==> config.mk <==
export PLATFORM = sky130hd
export DESIGN_NAME = popcount_seq
export DESIGN_NICKNAME = d
export VERILOG_FILES = /design/src/rtl/popcount_seq_pkg.sv /design/src/rtl/popcount_seq_chunk.sv /design/src/rtl/popcount_seq.sv
export SDC_FILE = /design/constraint.sdc
export NUM_CORES = 1
export LEC_CHECK = 0
export BUFFER_PORTS_ARGS = -buffer_cell sky130_fd_sc_hd__buf_2
export CAP_MARGIN = 20
export CORE_MARGIN = 2
export CORE_UTILIZATION = 40
export DETAILED_ROUTE_END_ITERATION = 7
export GPL_ROUTABILITY_DRIVEN = 0
export GPL_TIMING_DRIVEN = 0
export PLACE_DENSITY_LB_ADDON = 0.25
export SLEW_MARGIN = 40
export SYNTH_ARGS = -nofsm -noshare
export SYNTH_HDL_FRONTEND = slang
export SYNTH_SLANG_ARGS = --single-unit
export TNS_END_PERCENT = 5
==> constraint.sdc <==
create_clock -name clk -period 6.9 [get_ports clk]
set_input_delay 0.345 -clock clk [delete_from_list [all_inputs] [get_ports clk]]
set_output_delay 0.345 -clock clk [all_outputs]
set_load 0.03 [all_outputs]
==> src/rtl/popcount_seq_pkg.sv <==
// ---------------------------------------------------------------------------
// popcount_seq_pkg
// Definitions shared by the popcount_seq block:
//   state_e : FSM state encodings (IDLE=0, COUNT=1, DONE=2)
//   clog2   : constant ceil(log2()) helper, used for the count width and the
//             per-chunk sum width
// ---------------------------------------------------------------------------
package popcount_seq_pkg;

  typedef enum logic [1:0] {
    ST_IDLE  = 2'd0,
    ST_COUNT = 2'd1,
    ST_DONE  = 2'd2
  } state_e;

  // Smallest r such that 2**r >= value.
  function automatic int clog2(input int value);
    int r;
    r = 0;
    while ((1 << r) < value) r++;
    return r;
  endfunction

endpackage

==> src/rtl/popcount_seq_chunk.sv <==
// ---------------------------------------------------------------------------
// popcount_chunk
// Purely combinational ones-counter over a CHUNK-bit slice.
// Ports:
//   bits_i  [CHUNK-1:0]  slice to count
//   count_o [SW-1:0]     number of set bits, SW = clog2(CHUNK+1)
// ---------------------------------------------------------------------------
module popcount_chunk
  import popcount_seq_pkg::*;
#(
  parameter  int CHUNK = 8,
  localparam int SW    = clog2(CHUNK + 1)
) (
  input  logic [CHUNK-1:0] bits_i,
  output logic [SW-1:0]    count_o
);

  always_comb begin
    count_o = '0;
    for (int i = 0; i < CHUNK; i++) begin
      count_o = count_o + SW'(bits_i[i]);
    end
  end

endmodule

==> src/rtl/popcount_seq.sv <==
// ---------------------------------------------------------------------------
// popcount_seq
// Multi-cycle ones/zeros counter. A WIDTH-bit word is accepted over a
// valid/ready handshake, counted CHUNK bits per cycle, and the count is
// returned over a second valid/ready handshake.
//
// Ports:
//   clk        rising-edge clock
//   rst_n      synchronous active-low reset
//   in_valid   source word valid
//   in_ready   block can accept a word (high in IDLE only)
//   in_data    word to count
//   in_mode    0 = count ones, 1 = count zeros (sampled with in_data)
//   out_valid  result valid (high in DONE)
//   out_ready  consumer accepts result
//   out_count  result count
//   out_all    out_count == WIDTH
//   out_none   out_count == 0
//   out_thermo thermometer code of out_count (only with POPCOUNT_THERMO_EN)
//
// Optional feature macro: POPCOUNT_THERMO_EN adds the out_thermo port.
// ---------------------------------------------------------------------------
module popcount_seq
  import popcount_seq_pkg::*;
#(
  parameter  int WIDTH  = 32,
  parameter  int CHUNK  = 8,
  localparam int NCHUNK = WIDTH / CHUNK,
  localparam int CW     = clog2(WIDTH + 1)
) (
  input  logic             clk,
  input  logic             rst_n,
  input  logic             in_valid,
  output logic             in_ready,
  input  logic [WIDTH-1:0] in_data,
  input  logic             in_mode,
  output logic             out_valid,
  input  logic             out_ready,
  output logic [CW-1:0]    out_count,
  output logic             out_all,
  output logic             out_none
`ifdef POPCOUNT_THERMO_EN
  ,
  output logic [WIDTH-1:0] out_thermo
`endif
);

  localparam int SW    = clog2(CHUNK + 1);
  localparam int IDX_W = (NCHUNK > 1) ? clog2(NCHUNK) : 1;

  state_e             state_q, state_d;
  logic [WIDTH-1:0]   data_q;
  logic [CW-1:0]      acc_q, acc_d;
  logic [IDX_W-1:0]   idx_q;
  logic [CW-1:0]      count_q;
  logic               all_q, none_q;
  logic [CHUNK-1:0]   chunk_sel;
  logic [SW-1:0]      chunk_cnt;
  logic               last_chunk;

  // ---------------------------------------------------------------------------
  // Chunk selection and counting
  // ---------------------------------------------------------------------------
  always_comb begin
    chunk_sel = '0;
    for (int i = 0; i < NCHUNK; i++) begin
      if (idx_q == IDX_W'(i)) chunk_sel = data_q[i*CHUNK +: CHUNK];
    end
  end

  popcount_chunk #(
    .CHUNK (CHUNK)
  ) u_chunk (
    .bits_i  (chunk_sel),
    .count_o (chunk_cnt)
  );

  // Accumulator cannot overflow: its width already holds WIDTH.
  assign acc_d      = acc_q + CW'(chunk_cnt);
  assign last_chunk = (idx_q == IDX_W'(NCHUNK - 1));

  // ---------------------------------------------------------------------------
  // FSM: state register
  // ---------------------------------------------------------------------------
  always_ff @(posedge clk) begin
    if (!rst_n) state_q <= ST_IDLE;
    else        state_q <= state_d;
  end

  // FSM: next state
  always_comb begin
    state_d = state_q;
    unique case (state_q)
      ST_IDLE:  if (in_valid)   state_d = ST_COUNT;
      ST_COUNT: if (last_chunk) state_d = ST_DONE;
      ST_DONE:  if (out_ready)  state_d = ST_IDLE;
      default:                  state_d = ST_IDLE;
    endcase
  end

  // FSM: outputs
  always_comb begin
    in_ready  = (state_q == ST_IDLE);
    out_valid = (state_q == ST_DONE);
  end

  // ---------------------------------------------------------------------------
  // Datapath and result registers
  // ---------------------------------------------------------------------------
  always_ff @(posedge clk) begin
    if (!rst_n) begin
      data_q  <= '0;
      acc_q   <= '0;
      idx_q   <= '0;
      count_q <= '0;
      all_q   <= 1'b0;
      none_q  <= 1'b0;
    end else begin
      unique case (state_q)
        ST_IDLE: begin
          if (in_valid) begin
            // Counting zeros is counting ones of the inverted word.
            data_q <= in_mode ? ~in_data : in_data;
            acc_q  <= '0;
            idx_q  <= '0;
          end
        end
        ST_COUNT: begin
          acc_q <= acc_d;
          idx_q <= idx_q + IDX_W'(1);
          if (last_chunk) begin
            count_q <= acc_d;
            all_q   <= (acc_d == CW'(WIDTH));
            none_q  <= (acc_d == '0);
          end
        end
        default: ;
      endcase
    end
  end

  assign out_count = count_q;
  assign out_all   = all_q;
  assign out_none  = none_q;

`ifdef POPCOUNT_THERMO_EN
  // Thermometer bit gi is set when the final count exceeds gi.
  logic [WIDTH-1:0] thermo_d, thermo_q;

  for (genvar gi = 0; gi < WIDTH; gi++) begin : g_thermo
    assign thermo_d[gi] = (CW'(gi) < acc_d);
  end

  always_ff @(posedge clk) begin
    if (!rst_n)                               thermo_q <= '0;
    else if (state_q == ST_COUNT && last_chunk) thermo_q <= thermo_d;
  end

  assign out_thermo = thermo_q;
`endif

endmodule

# Word level (Yosys, flattened, before mapping)
# Cells that the tools add are included.
# word_totals
ff_bits	50
output_inout_bits	10
# classes
add_sub_neg	9
reduce_logical	8
mux	13
bitwise_logic	1
n_eq_ne	9
# op_table
op	count
$mux W32	1
$mux W8	4
$not A32 Y32	1
$add A4 B1 Y4	6
$pmux W6 S2	1
$mux W2	4
$add A6 B4 Y6	1
$eq A2 B2 Y1 const B	3
$eq A6 B6 Y1 const B	1
$logic_not A6 Y1	1
$mux W6	1
$pmux W2 S3	1
$reduce_and A2 Y1	3
$eq A2 B1 Y1 const B	2
$logic_not A2 Y1	2
$ne A2 B2 Y1 const B	2
$pmux W2 S2	1
$reduce_and A3 Y1	1
$add A1 B1 Y2	1
$add A2 B1 Y2 const B	1
$ne A2 B1 Y1 const B	1
$reduce_bool A2 Y1	1

# Depth between registers and ports, before layout
# Gate-level depths: netlist of run 1.
# depth
ltp_word	14
ltp_mapped	21

# Hierarchy
# From an unflattened synthesis of run 1, not the netlist that was laid out.
# hier_totals
cells_unflattened	326
area_unflattened_um2	2877.8
# modules_own_cells
module	cells_each	instances	area_per_inst_um2
popcount_seq	304	1	2685.1
popcount_chunk	22	1	192.7

# Worst setup path before layout of run 1
# Ideal clock, no wire load.
# synth_path
path_kind	register to register
startpoint	register idx_q[0]
endpoint	register count_q[4] (netlist: out_count[4])
path_stages_with_launch	20
slack_ns	2.123
setup_ns	0.060
arrival_time_ns	4.717
period_less_slack_ns	4.777
path_buffers	2
path_cell_list	dfxtp_1 > inv_1 > ha_1 > clkbuf_1 > clkbuf_1 > a21oi_1 > o21ai_0 > ha_1 > fa_1 > inv_1 > fa_1 > fa_1 > fa_1 > xnor2_1 > ha_1 > nor2b_1 > o21a_1 > o21a_1 > o31ai_1 > and2_1
# synth_via
elab_chain_cells	13
elab_cells_between_ends	17
cone_classes	add/sub: 8; eq/ne: 3; mux: 4; reduce/logical: 2
# synth_lines
element	line_no	text
start: declaration	popcount_seq.sv:54	logic [IDX_W-1:0] idx_q;
start signal: assignment	popcount_seq.sv:130	idx_q <= idx_q + IDX_W'(1);
$logic_not A2 Y1	popcount_seq.sv:67	if (idx_q == IDX_W'(i)) chunk_sel = data_q[i*CHUNK +: CHUNK];
$mux W8 (4 in a row)	popcount_seq.sv:67	
$add A1 B1 Y2	popcount_seq_chunk.sv:21	count_o = count_o + SW'(bits_i[i]);
$add A4 B1 Y4 (6 in a row)	popcount_seq_chunk.sv:21	
$add A6 B4 Y6	popcount_seq.sv:79	assign acc_d = acc_q + CW'(chunk_cnt);
end signal: assignment	popcount_seq.sv:115	count_q <= '0;
end signal: assignment	popcount_seq.sv:132	count_q <= acc_d;
end: declaration	popcount_seq.sv:55	logic [CW-1:0] count_q;
# Several ways; a longest one is shown, not always the timed one.
# A chain may end at the register's enable or synchronous reset.

# Worst setup path in the final report of run 1
# layout_path
startpoint	register idx_q[0]
endpoint	register acc_q[3]
# layout_via
elab_chain_cells	14
elab_cells_between_ends	17
cone_classes	add/sub: 8; eq/ne: 3; mux: 5; reduce/logical: 1
# layout_lines
element	line_no	text
$logic_not A2 Y1	popcount_seq.sv:67	
$mux W8 (3 in a row)	popcount_seq.sv:67	
$mux W8 *	popcount_seq.sv:67	
$add A1 B1 Y2	popcount_seq_chunk.sv:21	
$add A4 B1 Y4 (5 in a row)	popcount_seq_chunk.sv:21	
$add A4 B1 Y4 *	popcount_seq_chunk.sv:21	
$add A6 B4 Y6 *	popcount_seq.sv:79	
$pmux W6 S2 *	popcount_seq.sv:119	unique case (state_q)
end signal: assignment	popcount_seq.sv:113	acc_q <= '0;
end signal: assignment	popcount_seq.sv:124	acc_q <= '0;
end signal: assignment	popcount_seq.sv:129	acc_q <= acc_d;
end: declaration	popcount_seq.sv:53	logic [CW-1:0] acc_q, acc_d;
# Mark *: on every way between the ends. The rest lies on a longest branch, timed or not.

==> results.ini, run 1 <==
[timing]
max_freq_mhz = 193
fin_crit_ps = 5190
max_slew_margin_pct = 66.2
final.setup.tns_ps = 0
setup_violations = 0
fin_crit_sh_pct = 75.2
fin_hold_ws_ps = 337
clock_skew_ps = 14.5
rsz0062_at_grt = no
slew_violations = 0
worstMarginPinSlew_ps = 507
hold_viol = 0

[floorplanning]
start_util_pct = 41.7
die_w_um = 88.4
io_pins = 47
die_area_um2 = 7810
num_rows = 30
die_h_um = 88.4
coreArea_um2 = 6830

[synthesis]
yosys_warnings = 0
yosysSeqAreaShare_pct = 35.1
synth_top_area_share_pct = 35.1
synthArstFlopShare_pct = 0
syn_area_per_cell_um2 = 8.74
netlist_instances = 326
netlist_area_um2 = 2850
synthMostInstantiatedCell = nand2_1
synth_edf_count = 0
ys_types = 32
synth_fp_nets = 379
ys_dominant_reg_cell = dfxtp_1
synthTopCellsByArea = dfxtp_1 (35%), o211a_1 (12%), xnor2_1 (11%), nand2_1 (7.9%), ha_1 (4.8%)
ys_seq_elements = 50
synth_area_leader_cell = dfxtp_1
synth_common_cells = nand2_1 (60), dfxtp_1 (50), xnor2_1 (35)

[clocking]
cts_resized = 0
clk_path_buf_depth = 2
root_buffer = clkbuf_8
cts_tree = built
cts.clk_slew.worst_paths_ps = 100
cts_buffers = 5
cts.sinks = 50
hold_buffers = 0
cts_htree_levels = 2
post-cts-setup-buffers = 0
worstSkewPairLatency_ps = 310

[global_routing]
track_usage_pct = 16.7
grt_start_max_net_pins = 16
grt_pass1_vias = 2190
grt_antenna_before_repair = 0
grt_pass1_wl_mm = 10.2
overflow = 0

[finish]
synthToLayoutAreaGrowth_pct = 15.6
drive_gt1_share_pct = 18.0
nFillCells = 717
multi_input_area_um2 = 1660
layout.nets = 430
fin_util_pct = 48.2
antennaDiodeCount = 0
seqCellArea_um2 = 1000

[route]
route.detailed.drc = 0
dr.pass1.iters = 4
antenna_left = 0
wl_per_cell_um = 12.7
via_count = 2304
wl_mm = 6.00
first_iter_violations = 70
vias_per_cell = 4.86

[pwr]
leakagePower_nw = 1.62
total_power_uw = 712
ir_worst_vdd_uv = 84.7
powerDensity_nw_per_um2 = 216

[worst_setup_path]
cp.arrival_ps = 5410
cp.required_ps = 7120
critPathCaptureType = flop
crit_path_frequent_cell = fa_1
cpLargestDelayFamily = adder cells
startpoint_type = flop
cpPeakStageDelay_ps = 550
critPathMaxFanout = 10
crit_chain = inv_1 -> ha_1 -> clkbuf_1 -> clkbuf_1 -> a21oi_1 -> o21ai_0 -> ha_1 -> fa_1 -> inv_1 -> fa_1 -> fa_1 -> fa_1 -> inv_1 -> ha_1 -> a21oi_1 -> o21bai_1 -> xnor2_1 -> o21ai_0 -> and2_1
regToRegSetupSlack_ps = 1710
crit_type = flop to flop
crit_buf_inv = 5
slowest_stage = fa_1

[placement]
io_buffer_count = 44
dpl.hpwl_mm = 4.59

[outcome]
status = finished clean

[run]
drv_cap = 0

[worst_hold_path]
hold_class = input pin to flop

==> kinds of logic (layout without fill, tap and decap cells) <==
group                      Yosys count  in the layout  share of synthesized area (%)
and+or+nand+nor                    103            103                           17.0
DFF                                 50             50                           35.1
adders and majority gates           16             16                           8.35
xor gates and xnor gates            36             36                           11.1
AOI/OAI and AO/OA                   84             84                           22.0
buffers and inverters               37             89                           6.41
==> state kept, by name (all words and copies together), names as in the netlist <==
signal,cells
out_all,1
data_q,32
state_q,2
out_count,6
out_none,1
acc_q,6
idx_q,2
==> worst reg2reg max path: stages, from the launching register on <==
cell      delay, ps
dfxtp_1         370
inv_1           100
ha_1            140
clkbuf_1        250
clkbuf_1        360
a21oi_1         120
o21ai_0         170
ha_1            270
fa_1            530
inv_1            50
fa_1            500
fa_1            480
fa_1            550
inv_1            50
ha_1            260
a21oi_1         200
o21bai_1        120
xnor2_1         280
o21ai_0         120
and2_1          170
==> routing by layer <==
metal	track usage [%]	vias to the layer above	wire length, um	share of wire, %
met5	0	-	0	0
met4	4.55	0	65	1.1
met3	3.08	6	253	4.2
met2	26.2	47	2670	45
met1	23.5	1048	3010	50
li1	-	1203	-	-
==> power breakdown <==
| group | total (mW) | internal [mW] | leakage (nW) | switching, mW |
|---|---|---|---|---|
| Combinational | 0.193 | 0.0883 | 1.15 | 0.105 |
| Clock | 0.194 | 0.0921 | 0.0544 | 0.102 |
| Sequential | 0.325 | 0.310 | 0.411 | 0.0148 |
==> layout by cell type, fill, tap and decap left out, types with 2 or more instances in the layout <==
cell,Yosys,final
buf_2,6,50
o21ai_1,3,3
clkbuf_8,1,8
o21a_1,5,5
nand3_1,9,9
clkbuf_1,12,12
ha_1,11,11
a21oi_1,23,23
o211a_1,33,33
inv_1,11,11
dfxtp_1,50,50
nand3b_1,8,8
nand2_1,60,60
o21ai_0,8,8
xnor2_1,35,35
nor2_1,8,8
nor3_1,2,2
fa_1,5,5
and2_1,6,6
buf_4,7,7
a21boi_0,8,8
nor2b_1,5,5
==> through the flow <==
step                instances  setup slack, ps  instance area (um^2)
global route              474             1290                  3290
detailed placement        466             1720                  3190
CTS                       474             1700                  3290
finish                    474             1710                  3290
floorplan                 326             2120                  2850
global placement          466             1780                  3190
==> area by class of cell <==
type                            count  area share [%]
Multi-Input combinational cell    239            50.5
Sequential cell                    50            30.4
Timing Repair Buffer               44            6.69
Buffer                             26            4.29
Tap cell                           96            3.65
Clock buffer                        7            2.93
Inverter                           11            1.25
Clock inverter                      1           0.266
==> path summary, 6_finish.rpt <==
kind | from | to | depth (start not counted)
setup / recovery | idx_q[0]$_SDFFE_PN0P_ | acc_q[3]$_SDFFE_PN0P_ | 19
hold / removal | out_ready | state_q[1]$_SDFFE_PN0P_ | 3
setup reg to reg | idx_q[0]$_SDFFE_PN0P_ | acc_q[3]$_SDFFE_PN0P_ | 19
hold reg to reg | out_count[5]$_SDFFE_PN0P_ | out_count[5]$_SDFFE_PN0P_ | 2
Note: power is estimated with default switching activity, not from simulation.
==> run 2, diff against run 1 <==
==> constraint.sdc (replaced) <==
create_clock -name clk -period 4.4 [get_ports clk]
set_input_delay 0.22 -clock clk [delete_from_list [all_inputs] [get_ports clk]]
set_output_delay 0.22 -clock clk [all_outputs]
set_load 0.03 [all_outputs]
==> run 2 against run 1 <==
- the flow now finishes with violations (negative setup slack)
- first-iteration DRC count up 16%
- design area is 10% higher
- maximum frequency grew 11%
- setup slack lost 2000 ps
- critical path depth is the same
- combinational power increased by 120%
- clock skew is 6.8 ps lower
- register-to-register slack got worse by 2000 ps
- sequential cell count stayed put
- sequential share of layout area decreased by 2.5 points
- die area did not move
- total power up 77%
- largest cell class unchanged
- highest routed layer unchanged
==> results.ini, run 2 (synthesized netlist as in run 1, its figures left out) <==
[timing]
max_slew_margin_pct = 67.7  ; +1.5 points
final.setup.tns_ps = -1450  ; -1450 ps
hold_viol = 0  ; unchanged
setup_ws_ps = -263  ; -1970 ps
max_freq_mhz = 214  ; +11%
slew_violations = 0  ; unchanged
worstMarginPinSlew_ps = 484  ; -22.8 ps
clock_skew_ps = 7.76  ; -6.77 ps
rsz0062_at_grt = yes
fin_crit_ps = 4660  ; -525 ps
fin_crit_sh_pct = 106  ; +31 points
setup_violations = 11  ; +11

[finish]
layout.nets = 438  ; +1.9%
synthToLayoutAreaGrowth_pct = 27.2
drive_gt1_share_pct = 29.3  ; +11 points
antennaDiodeCount = 0  ; unchanged
max_flop_register = data_q
largest_reg_flops = 32  ; unchanged
final_cell_mix = nand2_1 (58), buf_2 (50), dfxtp_1 (48)
final_common_cell = nand2_1
fin_util_pct = 53.0  ; +4.8 points
nFillCells = 674  ; -6.0%

[global_routing]
grt_pass1_wl_mm = 10.7  ; +5.6%
overflow = 0  ; unchanged
grt_util_met1_pct = 24.1  ; +0.51 points
grt_antenna_before_repair = 0  ; unchanged
busiest_layer = met2
grt_pass1_vias = 2325  ; +6.2%
track_usage_pct = 17.7  ; +1.0 points
met2_usage_pct = 28.8  ; +2.5 points
grt_start_max_net_pins = 16  ; unchanged
met3_usage_pct = 3.82  ; +0.75 points

[placement]
post-place-ws_ps = -353  ; -2080 ps
dpl.hpwl_mm = 4.81  ; +4.9%
io_buffer_count = 44  ; unchanged

[route]
route.detailed.drc = 0  ; unchanged
wl_mm = 6.60  ; +10%
antenna_left = 0  ; unchanged
wl_per_cell_um = 13.7  ; +8.2%
dr.pass1.iters = 5  ; +1
vias_per_cell = 4.96  ; +2.1%
via_count = 2391  ; +3.8%
first_iter_violations = 81  ; +16%

[worst_setup_path]
rr_endpoint = out_count[4]$_SDFFE_PN0P_
regToRegSetupSlack_ps = -260  ; -1970 ps
cp.arrival_ps = 4920  ; -490 ps
cp.required_ps = 4650  ; -2470 ps
critPathMaxFanout = 4  ; -6
critPathCaptureType = flop
r2r_start = idx_q[1]$_SDFFE_PN0P_
crit_type = flop to flop
startpoint_type = flop
r2r_cells = 19  ; unchanged

[clocking]
cts.sinks = 50  ; unchanged
worstSkewPairLatency_ps = 310  ; about the same
root_buffer = clkbuf_8
clk_path_buf_depth = 2  ; unchanged
hold_buffers = 0  ; unchanged
cts_htree_levels = 2  ; unchanged
cts_tree = built
cts.clk_slew.worst_paths_ps = 90  ; about the same
cts_buffers = 5  ; unchanged

[outcome]
status = complete, but fails checks
violations = negative setup slack

[pwr]
leakagePower_nw = 1.73  ; +6.8%
total_power_mw = 1.26  ; +77%
ir_worst_vdd_uv = 182  ; +120%
powerDensity_nw_per_um2 = 349  ; +61%

[run]
drv_cap = 0  ; unchanged

[worst_hold_path]
hold_start = out_ready
hold_class = input pin to flop
hold_end = state_q[1]$_SDFFE_PN0P_
whs_path_depth = 3  ; unchanged

[floorplanning]
coreArea_um2 = 6830  ; unchanged
die_area_um2 = 7810  ; unchanged
die_w_um = 88.4  ; unchanged
start_util_pct = 41.7  ; unchanged
die_h_um = 88.4  ; unchanged
io_pins = 47  ; unchanged
num_rows = 30  ; unchanged

[run 2: per-layer routing]
layer,up-vias,part of all wire [%],wire [um]
li1,1216,-,-
met1,1132,49,3210
met3,8,2.9,191
met2,35,47,3120
met4,0,1.3,85
met5,-,0,0
[run 2: area by class of cell]
class / count / area (um^2) / share of cell area (%)
Clock buffer: 5 / 68.8 / 1.90
Clock inverter: 3 / 40.0 / 1.11
Timing Repair Buffer: 54 / 299 / 8.26
Buffer: 24 / 168 / 4.63
Multi-Input combinational cell: 239 / 1870 / 51.7
Sequential cell: 50 / 1010 / 27.9
Inverter: 11 / 43.8 / 1.21
Tap cell: 96 / 120 / 3.32
[run 2: worst max-delay path: stages (launching register included)]
cell and delay, ps:
dfxtp_4 380, inv_4 50, ha_4 160, nand3b_1 200
a21oi_4 190, a21oi_4 50, o21ai_2 160, ha_4 230
fa_1 500, inv_2 40, fa_1 470, fa_2 390
fa_2 410, xnor2_2 220, ha_4 250, nor2b_4 120
o21a_1 200, o21a_1 200, o31ai_1 240, and2_1 150
[run 2: worst max-delay path by stage]
stage                          startpoint                        end  slack [ps]  cells past startpoint
global placement    idx_q[0]$_SDFFE_PN0P_      out_none$_SDFFE_PN0P_        -260                     18
finish              idx_q[1]$_SDFFE_PN0P_  out_count[4]$_SDFFE_PN0P_        -260                     19
detailed placement  idx_q[0]$_SDFFE_PN0P_      out_none$_SDFFE_PN0P_        -350                     20
global route        idx_q[1]$_SDFFE_PN0P_  out_count[4]$_SDFFE_PN0P_        -450                     19
floorplan           idx_q[0]$_SDFFE_PN0P_  out_count[4]$_SDFFE_PN0P_         -30                     20
CTS                 idx_q[1]$_SDFFE_PN0P_      out_none$_SDFFE_PN0P_        -200                     19
[run 2: power breakdown]
part | internal (mW) | switching [mW]
Combinational | 0.212 | 0.215
Clock | 0.168 | 0.156
Sequential | 0.486 | 0.0256
Total | 0.866 | 0.397
[run 2: metrics by stage]
| step | cells | area (um^2) | hold WS (ps) |
|---|---|---|---|
| floorplan | 326 | 2920 | 438 |
| global placement | 466 | 3260 | 448 |
| detailed placement | 466 | 3260 | 451 |
| CTS | 481 | 3580 | 219 |
| global route | 482 | 3620 | 219 |
| finish | 482 | 3620 | 219 |
[run 2: timing repair]
action	CTS	global route
buffers inserted	9	1
endpoints found under the setup margin	10	12
pin swaps	26	21
gates resized for setup	32	11
